### config.mk
export PLATFORM = sky130hd
export DESIGN_NAME = sram_req_arbiter_flat
export DESIGN_NICKNAME = d
export VERILOG_FILES = /design/src/rtl/sram_req_arbiter_pkg.sv /design/src/rtl/sram_req_arbiter_if.sv /design/src/rtl/sram_req_arbiter_tag_fifo.sv /design/src/rtl/sram_req_arbiter.sv /design/src/flat_wrapper.sv
export SDC_FILE = /design/constraint.sdc
export NUM_CORES = 1
export LEC_CHECK = 0
export BUFFER_PORTS_ARGS = -buffer_cell sky130_fd_sc_hd__buf_2
export CAP_MARGIN = 20
export CORE_AREA = 2 2 123 125
export DETAILED_ROUTE_END_ITERATION = 10
export DIE_AREA = 0 0 125 127
export PLACE_DENSITY = 0.59
export SYNTH_ARGS = -nofsm -noshare
export SYNTH_HDL_FRONTEND = slang
export SYNTH_HIERARCHICAL = 1
export SYNTH_SLANG_ARGS = --single-unit
### constraint.sdc
create_clock -name clk -period 3.27 [get_ports clk]
set_input_delay 0.1635 -clock clk [delete_from_list [all_inputs] [get_ports clk]]
set_output_delay 0.1635 -clock clk [all_outputs]
set_load 0.01 [all_outputs]
### src/rtl/sram_req_arbiter_pkg.sv
// Shared constants for the inst/data SRAM-port arbiter: source tags, FSM states, size codes.
package sram_arb_pkg;

    localparam logic SRC_INST = 1'b0;
    localparam logic SRC_DATA = 1'b1;

    typedef enum logic [1:0] {
        IDLE   = 2'd0,
        HOLD_I = 2'd1,
        HOLD_D = 2'd2
    } arb_state_t;

    localparam logic [1:0] SIZE_BYTE = 2'd0;
    localparam logic [1:0] SIZE_HALF = 2'd1;
    localparam logic [1:0] SIZE_WORD = 2'd2;

endpackage

### src/rtl/sram_req_arbiter_if.sv
// One SRAM-like request/response port; master issues requests, slave answers.
interface sram_req_arbiter_if #(
    parameter int ADDR_W = 32,
    parameter int DATA_W = 32
);
    logic              req;
    logic              wr;
    logic [1:0]        size;
    logic [3:0]        wstrb;
    logic [ADDR_W-1:0] addr;
    logic [DATA_W-1:0] wdata;
    logic              addr_ok;
    logic              data_ok;
    logic [DATA_W-1:0] rdata;

    modport master (output req, wr, size, wstrb, addr, wdata,
                    input  addr_ok, data_ok, rdata);
    modport slave  (input  req, wr, size, wstrb, addr, wdata,
                    output addr_ok, data_ok, rdata);
endinterface

### src/rtl/sram_req_arbiter_tag_fifo.sv
// 1-bit source-tag FIFO; push visible at head next cycle; push at full only with a same-cycle pop.
module arb_tag_fifo #(
    parameter int DEPTH = 4
) (
    input  logic clk,
    input  logic reset,
    input  logic push,
    input  logic push_dat,
    input  logic pop,
    output logic full,
    output logic empty,
    output logic head
);
    localparam int PW = $clog2(DEPTH);
    localparam logic [PW:0] FULL_CNT = (PW+1)'(DEPTH);

    logic [DEPTH-1:0] store;
    logic [PW-1:0]    wr_ptr;
    logic [PW-1:0]    rd_ptr;
    logic [PW:0]      count;
    logic             do_push;
    logic             do_pop;

    assign full    = (count == FULL_CNT);
    assign empty   = (count == '0);
    assign head    = store[rd_ptr];
    assign do_pop  = pop & ~empty;
    assign do_push = push & (~full | do_pop);

    always_ff @(posedge clk) begin
        if (reset) begin
            wr_ptr <= '0;
            rd_ptr <= '0;
            count  <= '0;
        end else begin
            if (do_push) wr_ptr <= wr_ptr + PW'(1);
            if (do_pop)  rd_ptr <= rd_ptr + PW'(1);
            case ({do_push, do_pop})
                2'b10:   count <= count + 1'b1;
                2'b01:   count <= count - 1'b1;
                default: count <= count;
            endcase
        end
    end

    always_ff @(posedge clk) begin
        if (do_push) store[wr_ptr] <= push_dat;
    end
endmodule

### src/rtl/sram_req_arbiter.sv
// Two-master SRAM port arbiter: data wins unless inst has starved; zero-latency grant.
// Unaccepted requests lock the source until mem_addr_ok; responses routed by in-order tag FIFO.
module sram_req_arbiter
    import sram_arb_pkg::*;
#(
    parameter int ADDR_W       = 32,
    parameter int DATA_W       = 32,
    parameter int MAX_OUTST    = 4,
    parameter int STARVE_LIMIT = 8
) (
    input  logic                 clk,
    input  logic                 reset,
    sram_req_arbiter_if.slave    inst,
    sram_req_arbiter_if.slave    data,
    sram_req_arbiter_if.master   mem
);
    localparam int SW = $clog2(STARVE_LIMIT + 1);
    localparam logic [SW-1:0] STARVE_MAX = SW'(STARVE_LIMIT);

    arb_state_t        state, state_nxt;
    logic              src_sel;
    logic              req_c;
    logic              accept;
    logic              pop;
    logic              fifo_full, fifo_empty, fifo_head;
    logic [SW-1:0]     starve_cnt;
    logic [ADDR_W-1:0] addr_mux;
    logic [DATA_W-1:0] wdata_mux;
    logic [DATA_W-1:0] rdata_buf;

    always_comb begin
        src_sel   = SRC_INST;
        req_c     = 1'b0;
        state_nxt = IDLE;
        case (state)
            IDLE: begin
                if (!fifo_full) begin
                    if (data.req && !((starve_cnt == STARVE_MAX) && inst.req)) begin
                        src_sel = SRC_DATA;
                        req_c   = 1'b1;
                    end else if (inst.req) begin
                        src_sel = SRC_INST;
                        req_c   = 1'b1;
                    end
                end
            end
            HOLD_I: begin
                src_sel = SRC_INST;
                req_c   = 1'b1;
            end
            HOLD_D: begin
                src_sel = SRC_DATA;
                req_c   = 1'b1;
            end
            default: ;
        endcase
        if (req_c && !mem.addr_ok)
            state_nxt = (src_sel == SRC_DATA) ? HOLD_D : HOLD_I;
    end

    always_ff @(posedge clk) begin
        if (reset) state <= IDLE;
        else       state <= state_nxt;
    end

    assign addr_mux  = (src_sel == SRC_DATA) ? data.addr  : inst.addr;
    assign wdata_mux = (src_sel == SRC_DATA) ? data.wdata : inst.wdata;
    assign mem.req   = req_c;
    assign mem.wr    = (src_sel == SRC_DATA) ? data.wr    : inst.wr;
    assign mem.size  = (src_sel == SRC_DATA) ? data.size  : inst.size;
    assign mem.wstrb = (src_sel == SRC_DATA) ? data.wstrb : inst.wstrb;
    assign mem.addr  = addr_mux;
    assign mem.wdata = wdata_mux;

    assign accept       = req_c & mem.addr_ok;
    assign inst.addr_ok = accept & (src_sel == SRC_INST);
    assign data.addr_ok = accept & (src_sel == SRC_DATA);

    // Response goes to whichever master owns the oldest outstanding request.
    assign pop          = mem.data_ok & ~fifo_empty;
    assign inst.data_ok = pop & (fifo_head == SRC_INST);
    assign data.data_ok = pop & (fifo_head == SRC_DATA);
    assign rdata_buf    = mem.rdata;
    assign inst.rdata   = rdata_buf;
    assign data.rdata   = rdata_buf;

    arb_tag_fifo #(.DEPTH(MAX_OUTST)) u_fifo (
        .clk      (clk),
        .reset    (reset),
        .push     (accept),
        .push_dat (src_sel),
        .pop      (mem.data_ok),
        .full     (fifo_full),
        .empty    (fifo_empty),
        .head     (fifo_head)
    );

    always_ff @(posedge clk) begin
        if (reset)
            starve_cnt <= '0;
        else if (!inst.req || inst.addr_ok)
            starve_cnt <= '0;
        else if (data.addr_ok && (starve_cnt != STARVE_MAX))
            starve_cnt <= starve_cnt + 1'b1;
    end

    a_resp_with_outstanding: assert property (@(posedge clk) disable iff (reset)
        mem.data_ok |-> !fifo_empty);
    a_hold_i_req_kept: assert property (@(posedge clk) disable iff (reset)
        (state == HOLD_I) |-> inst.req);
    a_hold_d_req_kept: assert property (@(posedge clk) disable iff (reset)
        (state == HOLD_D) |-> data.req);
endmodule

### src/flat_wrapper.sv
// flat-port wrapper written by rule: the top's interface ports become plain ports
module sram_req_arbiter_flat import sram_arb_pkg::*;
#(
    parameter int ADDR_W       = 32,
    parameter int DATA_W       = 32,
    parameter int MAX_OUTST    = 4,
    parameter int STARVE_LIMIT = 8
)
  (clk, reset, inst_req, inst_wr, inst_size, inst_wstrb, inst_addr, inst_wdata, inst_addr_ok, inst_data_ok, inst_rdata, data_req, data_wr, data_size, data_wstrb, data_addr, data_wdata, data_addr_ok, data_data_ok, data_rdata, mem_req, mem_wr, mem_size, mem_wstrb, mem_addr, mem_wdata, mem_addr_ok, mem_data_ok, mem_rdata);
  sram_req_arbiter_if #(.ADDR_W(ADDR_W), .DATA_W(DATA_W)) inst_i ();
  sram_req_arbiter_if #(.ADDR_W(ADDR_W), .DATA_W(DATA_W)) data_i ();
  sram_req_arbiter_if #(.ADDR_W(ADDR_W), .DATA_W(DATA_W)) mem_i ();
  input  logic clk;
  input  logic reset;
  input wire logic [$bits(inst_i.req)-1:0] inst_req;
  input wire logic [$bits(inst_i.wr)-1:0] inst_wr;
  input wire logic [$bits(inst_i.size)-1:0] inst_size;
  input wire logic [$bits(inst_i.wstrb)-1:0] inst_wstrb;
  input wire logic [$bits(inst_i.addr)-1:0] inst_addr;
  input wire logic [$bits(inst_i.wdata)-1:0] inst_wdata;
  output wire logic [$bits(inst_i.addr_ok)-1:0] inst_addr_ok;
  output wire logic [$bits(inst_i.data_ok)-1:0] inst_data_ok;
  output wire logic [$bits(inst_i.rdata)-1:0] inst_rdata;
  input wire logic [$bits(data_i.req)-1:0] data_req;
  input wire logic [$bits(data_i.wr)-1:0] data_wr;
  input wire logic [$bits(data_i.size)-1:0] data_size;
  input wire logic [$bits(data_i.wstrb)-1:0] data_wstrb;
  input wire logic [$bits(data_i.addr)-1:0] data_addr;
  input wire logic [$bits(data_i.wdata)-1:0] data_wdata;
  output wire logic [$bits(data_i.addr_ok)-1:0] data_addr_ok;
  output wire logic [$bits(data_i.data_ok)-1:0] data_data_ok;
  output wire logic [$bits(data_i.rdata)-1:0] data_rdata;
  output wire logic [$bits(mem_i.req)-1:0] mem_req;
  output wire logic [$bits(mem_i.wr)-1:0] mem_wr;
  output wire logic [$bits(mem_i.size)-1:0] mem_size;
  output wire logic [$bits(mem_i.wstrb)-1:0] mem_wstrb;
  output wire logic [$bits(mem_i.addr)-1:0] mem_addr;
  output wire logic [$bits(mem_i.wdata)-1:0] mem_wdata;
  input wire logic [$bits(mem_i.addr_ok)-1:0] mem_addr_ok;
  input wire logic [$bits(mem_i.data_ok)-1:0] mem_data_ok;
  input wire logic [$bits(mem_i.rdata)-1:0] mem_rdata;
  assign inst_i.req = inst_req;
  assign inst_i.wr = inst_wr;
  assign inst_i.size = inst_size;
  assign inst_i.wstrb = inst_wstrb;
  assign inst_i.addr = inst_addr;
  assign inst_i.wdata = inst_wdata;
  assign inst_addr_ok = inst_i.addr_ok;
  assign inst_data_ok = inst_i.data_ok;
  assign inst_rdata = inst_i.rdata;
  assign data_i.req = data_req;
  assign data_i.wr = data_wr;
  assign data_i.size = data_size;
  assign data_i.wstrb = data_wstrb;
  assign data_i.addr = data_addr;
  assign data_i.wdata = data_wdata;
  assign data_addr_ok = data_i.addr_ok;
  assign data_data_ok = data_i.data_ok;
  assign data_rdata = data_i.rdata;
  assign mem_req = mem_i.req;
  assign mem_wr = mem_i.wr;
  assign mem_size = mem_i.size;
  assign mem_wstrb = mem_i.wstrb;
  assign mem_addr = mem_i.addr;
  assign mem_wdata = mem_i.wdata;
  assign mem_i.addr_ok = mem_addr_ok;
  assign mem_i.data_ok = mem_data_ok;
  assign mem_i.rdata = mem_rdata;
  sram_req_arbiter #(.ADDR_W(ADDR_W), .DATA_W(DATA_W), .MAX_OUTST(MAX_OUTST), .STARVE_LIMIT(STARVE_LIMIT)) u_core (.clk(clk), .reset(reset), .inst(inst_i), .data(data_i), .mem(mem_i));
endmodule
* After elaboration in Yosys (flattened, before gate mapping)
Index checks and enable logic that the tools add are counted.
** Word-level totals
- Flip-flop bits (word level) :: 17
- Logic and storage cells :: 68
- Output and inout port bits :: 140
- Bits of input ports :: 180
** Cells by class
- Add/sub/neg operators :: 5
- $lt $le $gt $ge :: 3
- Reductions and logical operators :: 15
- Eq/ne operators :: 7
- Mux-type cells :: 19
- Bitwise operators :: 13
** Operators by type and width (number)
- $mux 32 :: 2
- $mux 1 :: 8
- $and 1x1->1 :: 7
- $lt 2x3->1 const B :: 2
- $pmux 3 s2 :: 1
- $reduce_or 2->1 :: 3
- $logic_and 1x1->1 :: 5
- $not 1->1 :: 5
- $add 2x1->2 const B :: 2
- $add 4x1->4 const B :: 1
- $bwmux 4 :: 1
- $eq 2x1->1 const B :: 2
- $eq 2x2->1 const B :: 2
- $eq 4x4->1 const B :: 1
- $mux 2 :: 2
- $mux 4 :: 1
- $ne 4x4->1 const B :: 1
- $pmux 1 s2 :: 2
- $add 3x1->3 const B :: 1
- $eq 3x3->1 const B :: 1
- $logic_not 1->1 :: 3
- $logic_not 3->1 :: 1
- $sub 3x1->3 const B :: 1
- $bmux 1 s2 :: 1
- 6 further kinds :: 6

* Longest topological paths before layout
- Word-level depth :: 11
- Mapped depth :: 14

* Cells and area by module
The synthesis kept the hierarchy.
** Modules (own cells, without submodules)
- sram_req_arbiter :: times used 1, seq. area each 120.1 um^2, cells each 198, area each 1794.2 um^2
- arb_tag_fifo :: times used 1, seq. area each 260.2 um^2, cells each 56, area each 594.3 um^2

* Worst setup path before layout
OpenSTA, ideal clock, no wires.
- Path kind :: reg-to-reg
- Start point :: reg u_core.u_fifo.count[2]
- End point :: reg u_core.u_fifo.count[2]
- Stages on the path, launching flop included :: 14
- Arrival :: 2.568 ns
- Path slack :: 0.632 ns
- Buffers on the path :: 1
- Path through :: dfxtp_1 nor3b_2 nand2b_4 o21ba_1 buf_2 nor2_1 a21boi_2 inv_1 ha_1 inv_1 fa_1 xor2_1 or3_2 a21oi_1
** Between the ends
- Cells in the longest elaborated chain, start to end :: 7
- Elaborated cells on any way between the ends :: 16
** RTL lines
- start, declared :: line sram_req_arbiter_tag_fifo.sv:20 : logic [PW:0] count;
- start signal, assigned :: line sram_req_arbiter_tag_fifo.sv:39 : 2'b10: count <= count + 1'b1;
- start signal, assigned :: line sram_req_arbiter_tag_fifo.sv:40 : 2'b01: count <= count - 1'b1;
- start signal, assigned :: line sram_req_arbiter_tag_fifo.sv:41 : default: count <= count;
- $eq 3x3->1 * :: line sram_req_arbiter_tag_fifo.sv:24 : assign full = (count == FULL_CNT);
- via u_core.fifo_full :: line sram_req_arbiter.sv:25 : logic fifo_full, fifo_empty, fifo_head;
- $mux 1 * :: line sram_req_arbiter.sv:37 : if (!fifo_full) begin
- $pmux 1 s2 * :: line sram_req_arbiter.sv:35 : case (state)
- $and 1x1->1 * :: line sram_req_arbiter.sv:75 : assign accept = req_c & mem.addr_ok;
- via u_core.accept :: line sram_req_arbiter.sv:23 : logic accept;
- $and 1x1->1 * :: line sram_req_arbiter_tag_fifo.sv:28 : assign do_push = push & (~full | do_pop);
- $eq 2x1->1 or $eq 2x2->1 (tied branches) :: line sram_req_arbiter_tag_fifo.sv:38 : case ({do_push, do_pop})
- $pmux 3 s2 or $reduce_bool 2->1 (tied branches)
The timed path passes the listed nets; every way through them passes the cells marked *.
A chain may end at the register's enable or synchronous reset.

* Worst setup path after layout
Ends and elaborated chain as after synthesis.

==> results by group <==
Placed design
  • Setup WS pre-CTS: ~360 ps
  • I/O Buffers: ~220
  • Detail Placement HPWL: 10,200 um
  • Final Wtd Congestion: ~0.85
  • Placed Cells: about 600

Yosys
  • Post-synth EDFFs: 4
  • Syn_nets: 445
  • Mean Syn Cell Area: ~9.4 um2
  • Post-synth ARST share: 0%
  • Synth area leaders: mux2_2 33%, buf_4 22%, dfxtp_1 11%
  • Seq/Total Area, Yosys: 15.9%
  • Seq cells post-synth: 17
  • Cells after synthesis: approximately 250
  • Ys flop type: dfxtp_1
  • Total number of yosys warnings: 6
  • Yosys cell types: 40
  • Yosys top cell by area: mux2_2
  • Mapped Area: around 2400 um2
  • Top-area cell type share of the netlist area: approximately a third
  • Most frequent cells after synthesis: 71 x buf_4, 71 x mux2_2, 16 x inv_1

Floorplan
  • Die area: about 16,000 um2
  • Top Ports: 320
  • Starting density of the core: about 17%
  • Std cell rows: 44
  • Die Span Y: between 100 and 150 um
  • Core area: 14,400 um2
  • Die width: 125 um

Routing
  • Iter 0 DRT Violations: between 80 and 90
  • DR top layer: met4
  • Wire length per cell: roughly 19 um
  • Remaining design rule violation count: 0
  • DRT antenna net count: 0
  • Detailed-route vias per instance: 4.00
  • Metal3 WL: about 920 um
  • DRT met1 WL: 4130 um
  • Detailed-route via count: between 2,000 and 2,500
  • Drt first pass iters: 4
  • DRT Wirelength: around 11,000 um
  • Met2 wire length: slightly above 6000 um

Worst hold path
  • Worst Hold Class: in2reg

Global route
  • Largest net degree at the start of global routing: 51
  • Antenna violations before repair: 2
  • Tot GR Track Use: about an eighth
  • First-pass GRT wire length: between 15,000 and 20,000 um
  • Grt ovf: 0
  • Number of global-route vias before repair: between 2,000 and 2,500

Timing
  • RSZ-0062 raised after global routing: false
  • Total Neg Setup Slack: 0 ps
  • Period utilisation layout: between 90 and 100%
  • Clock Skews: about 1.9 ps
  • Max Slew Vio Count: 0
  • # setup viols final: 0
  • FMAX: 337 MHz
  • Worst-Margin Slew: about 570 ps
  • Worst setup margin: 301 ps
  • Relative slew margins: between 60 and 70%
  • Hold Violations, Final: 0
  • Final min period: between 2000 and 3000 ps

Power and ir drop
  • Final Power: 0.00165 W
  • Pwr/cell area: roughly 500 nW/um2
  • Int Pwr: just under 0.001 W
  • Power share of the combinational group: 67.2%
  • Switching pwr: slightly below 0.0007 W
  • Maximum vdd drop: around 0.19 mV
  • Pleak: between 1.5 and 2 nW
  • Sw frac: about two fifths
  • Clock network power share: approximately 15%
  • Sequential Power Share: between 10% and 20%

Clocking
  • Postcts setup bufs: 0
  • H-tree depth: 1
  • Root buffer cell: clkbuf_16
  • CTS Hold Bufs: 0
  • CTS max path bufs: 2
  • Clock transition at the registers of the reported paths: approximately 50 ps
  • CTS tree: built
  • Post-CTS sizing: 0
  • Num CTS Buffers: 3
  • # clock sinks: 17
  • Clock latency on the worst-skew pair: about 250 ps

Final layout
  • Fin cells: just under 600
  • Layout cells sized above 1: around three quarters
  • Final #Nets: 600
  • Layout area overhead: 38.4%
  • Fin util: 22.9%

Critical path
  • Worst setup EP type: register
  • Setup Crit Path Kind: reg2reg
  • Critical path arrival: approximately 3200 ps
  • Critical Path Fanout Max: 10
  • CP required: roughly 3500 ps
  • Worst setup SP type: register
  • Flop-to-flop setup slack: about 300 ps

Outcome
  • Status: finished, final reports clean

Job
  • Maxcap violations: 0
==> cell type report <==
type / instances / area, um2
Fill cell: 1653 / 11100
Clock buffer: 3 / 75.1
Antenna cell: 1 / 2.50
Clock inverter: 1 / 5.00
Tap cell: 184 / 230
Timing Repair Buffer: 225 / 1140
Inverter: 16 / 60.1
Multi-Input combinational cell: 146 / 1410
Sequential cell: 17 / 380
==> cell families (layout without fill, tap and decap cells) <==
kind of cell    count (synthesis)  in the layout  synth area share [%]
mux                            74             74                  35.5
other cells                     0              1                     0
flops                          17             17                  15.9
buf+inv                        91            245                  25.6
simple gates                   35             35                  9.43
fa+ha+maj                      11             11                  6.08
xor+xnor                        3              3                  1.10
compound gates                 23             23                  6.44
==> flip-flops by register name, indices dropped and copies added, names as in the netlist <==
register              count
u_core/u_fifo/wr_ptr      2
u_core/u_fifo/rd_ptr      2
u_core/u_fifo/store       4
u_core/starve_cnt         4
u_core/u_fifo/count       3
u_core/state              2
==> path summary, 6_finish.rpt <==
path / start / to / cells past startpoint
max reg2reg: u_core/u_fifo/count[2] / u_core/u_fifo/count[2] / 12
min: mem_addr_ok / u_core/state[0] / 2
min reg2reg: u_core/u_fifo/wr_ptr[1] / u_core/u_fifo/wr_ptr[1] / 2
max: u_core/u_fifo/count[2] / u_core/u_fifo/count[2] / 12
==> critical path, cell delays in order, from the launching register on <==
cell      delay, ps
dfxtp_1         370
nor3b_2         300
nand2b_4        190
o21ba_1         330
nor2_1           90
a21boi_2        210
inv_1            80
ha_1            170
inv_1            60
fa_1            380
xor2_1          160
or3_2           410
a21oi_1         150
==> power by group through the flow <==
| stage | clock (W) | sequential (W) | combinational, W |
|---|---|---|---|
| 2_1_floorplan | 0 | 0.000292 | 0.000788 |
| 3_3_place_gp | 0 | 0.000299 | 0.00113 |
| 5_1_grt | 0.000262 | 0.000304 | 0.00121 |
| 4_1_cts | 0.000250 | 0.000297 | 0.00114 |
| 6_report | 0.000244 | 0.000297 | 0.00111 |
| 3_5_place_dp | 0 | 0.000301 | 0.00113 |
==> stage by stage <==
stage / cell area (um2) / hold WS, ps
2_1_floorplan: 2390 / 242
3_3_place_gp: 3220 / 327
3_5_place_dp: 3220 / 327
4_1_cts: 3300 / 106
5_1_grt: 3310 / 117
6_report: 3310 / 111
==> placed cells by master (no fill, tap or decap), types with 4 or more instances in the layout <==
cell type,synthesis,routed
buf_2,2,223
mux2_2,71,71
inv_1,16,16
dfxtp_1,13,13
ha_1,10,10
nor2_1,8,8
a21oi_1,8,7
o31ai_1,5,5
nand2b_1,4,4
and2_2,4,4
edfxtp_1,4,4
==> metal layers <==
layer / track usage (%) / vias up
li1: - / 1128
met1: 14.3 / 1091
met2: 24.8 / 146
met3: 4.10 / 7
met4: 1.31 / 0
met5: 0 / -
Note: power is estimated with default switching activity, not from simulation.
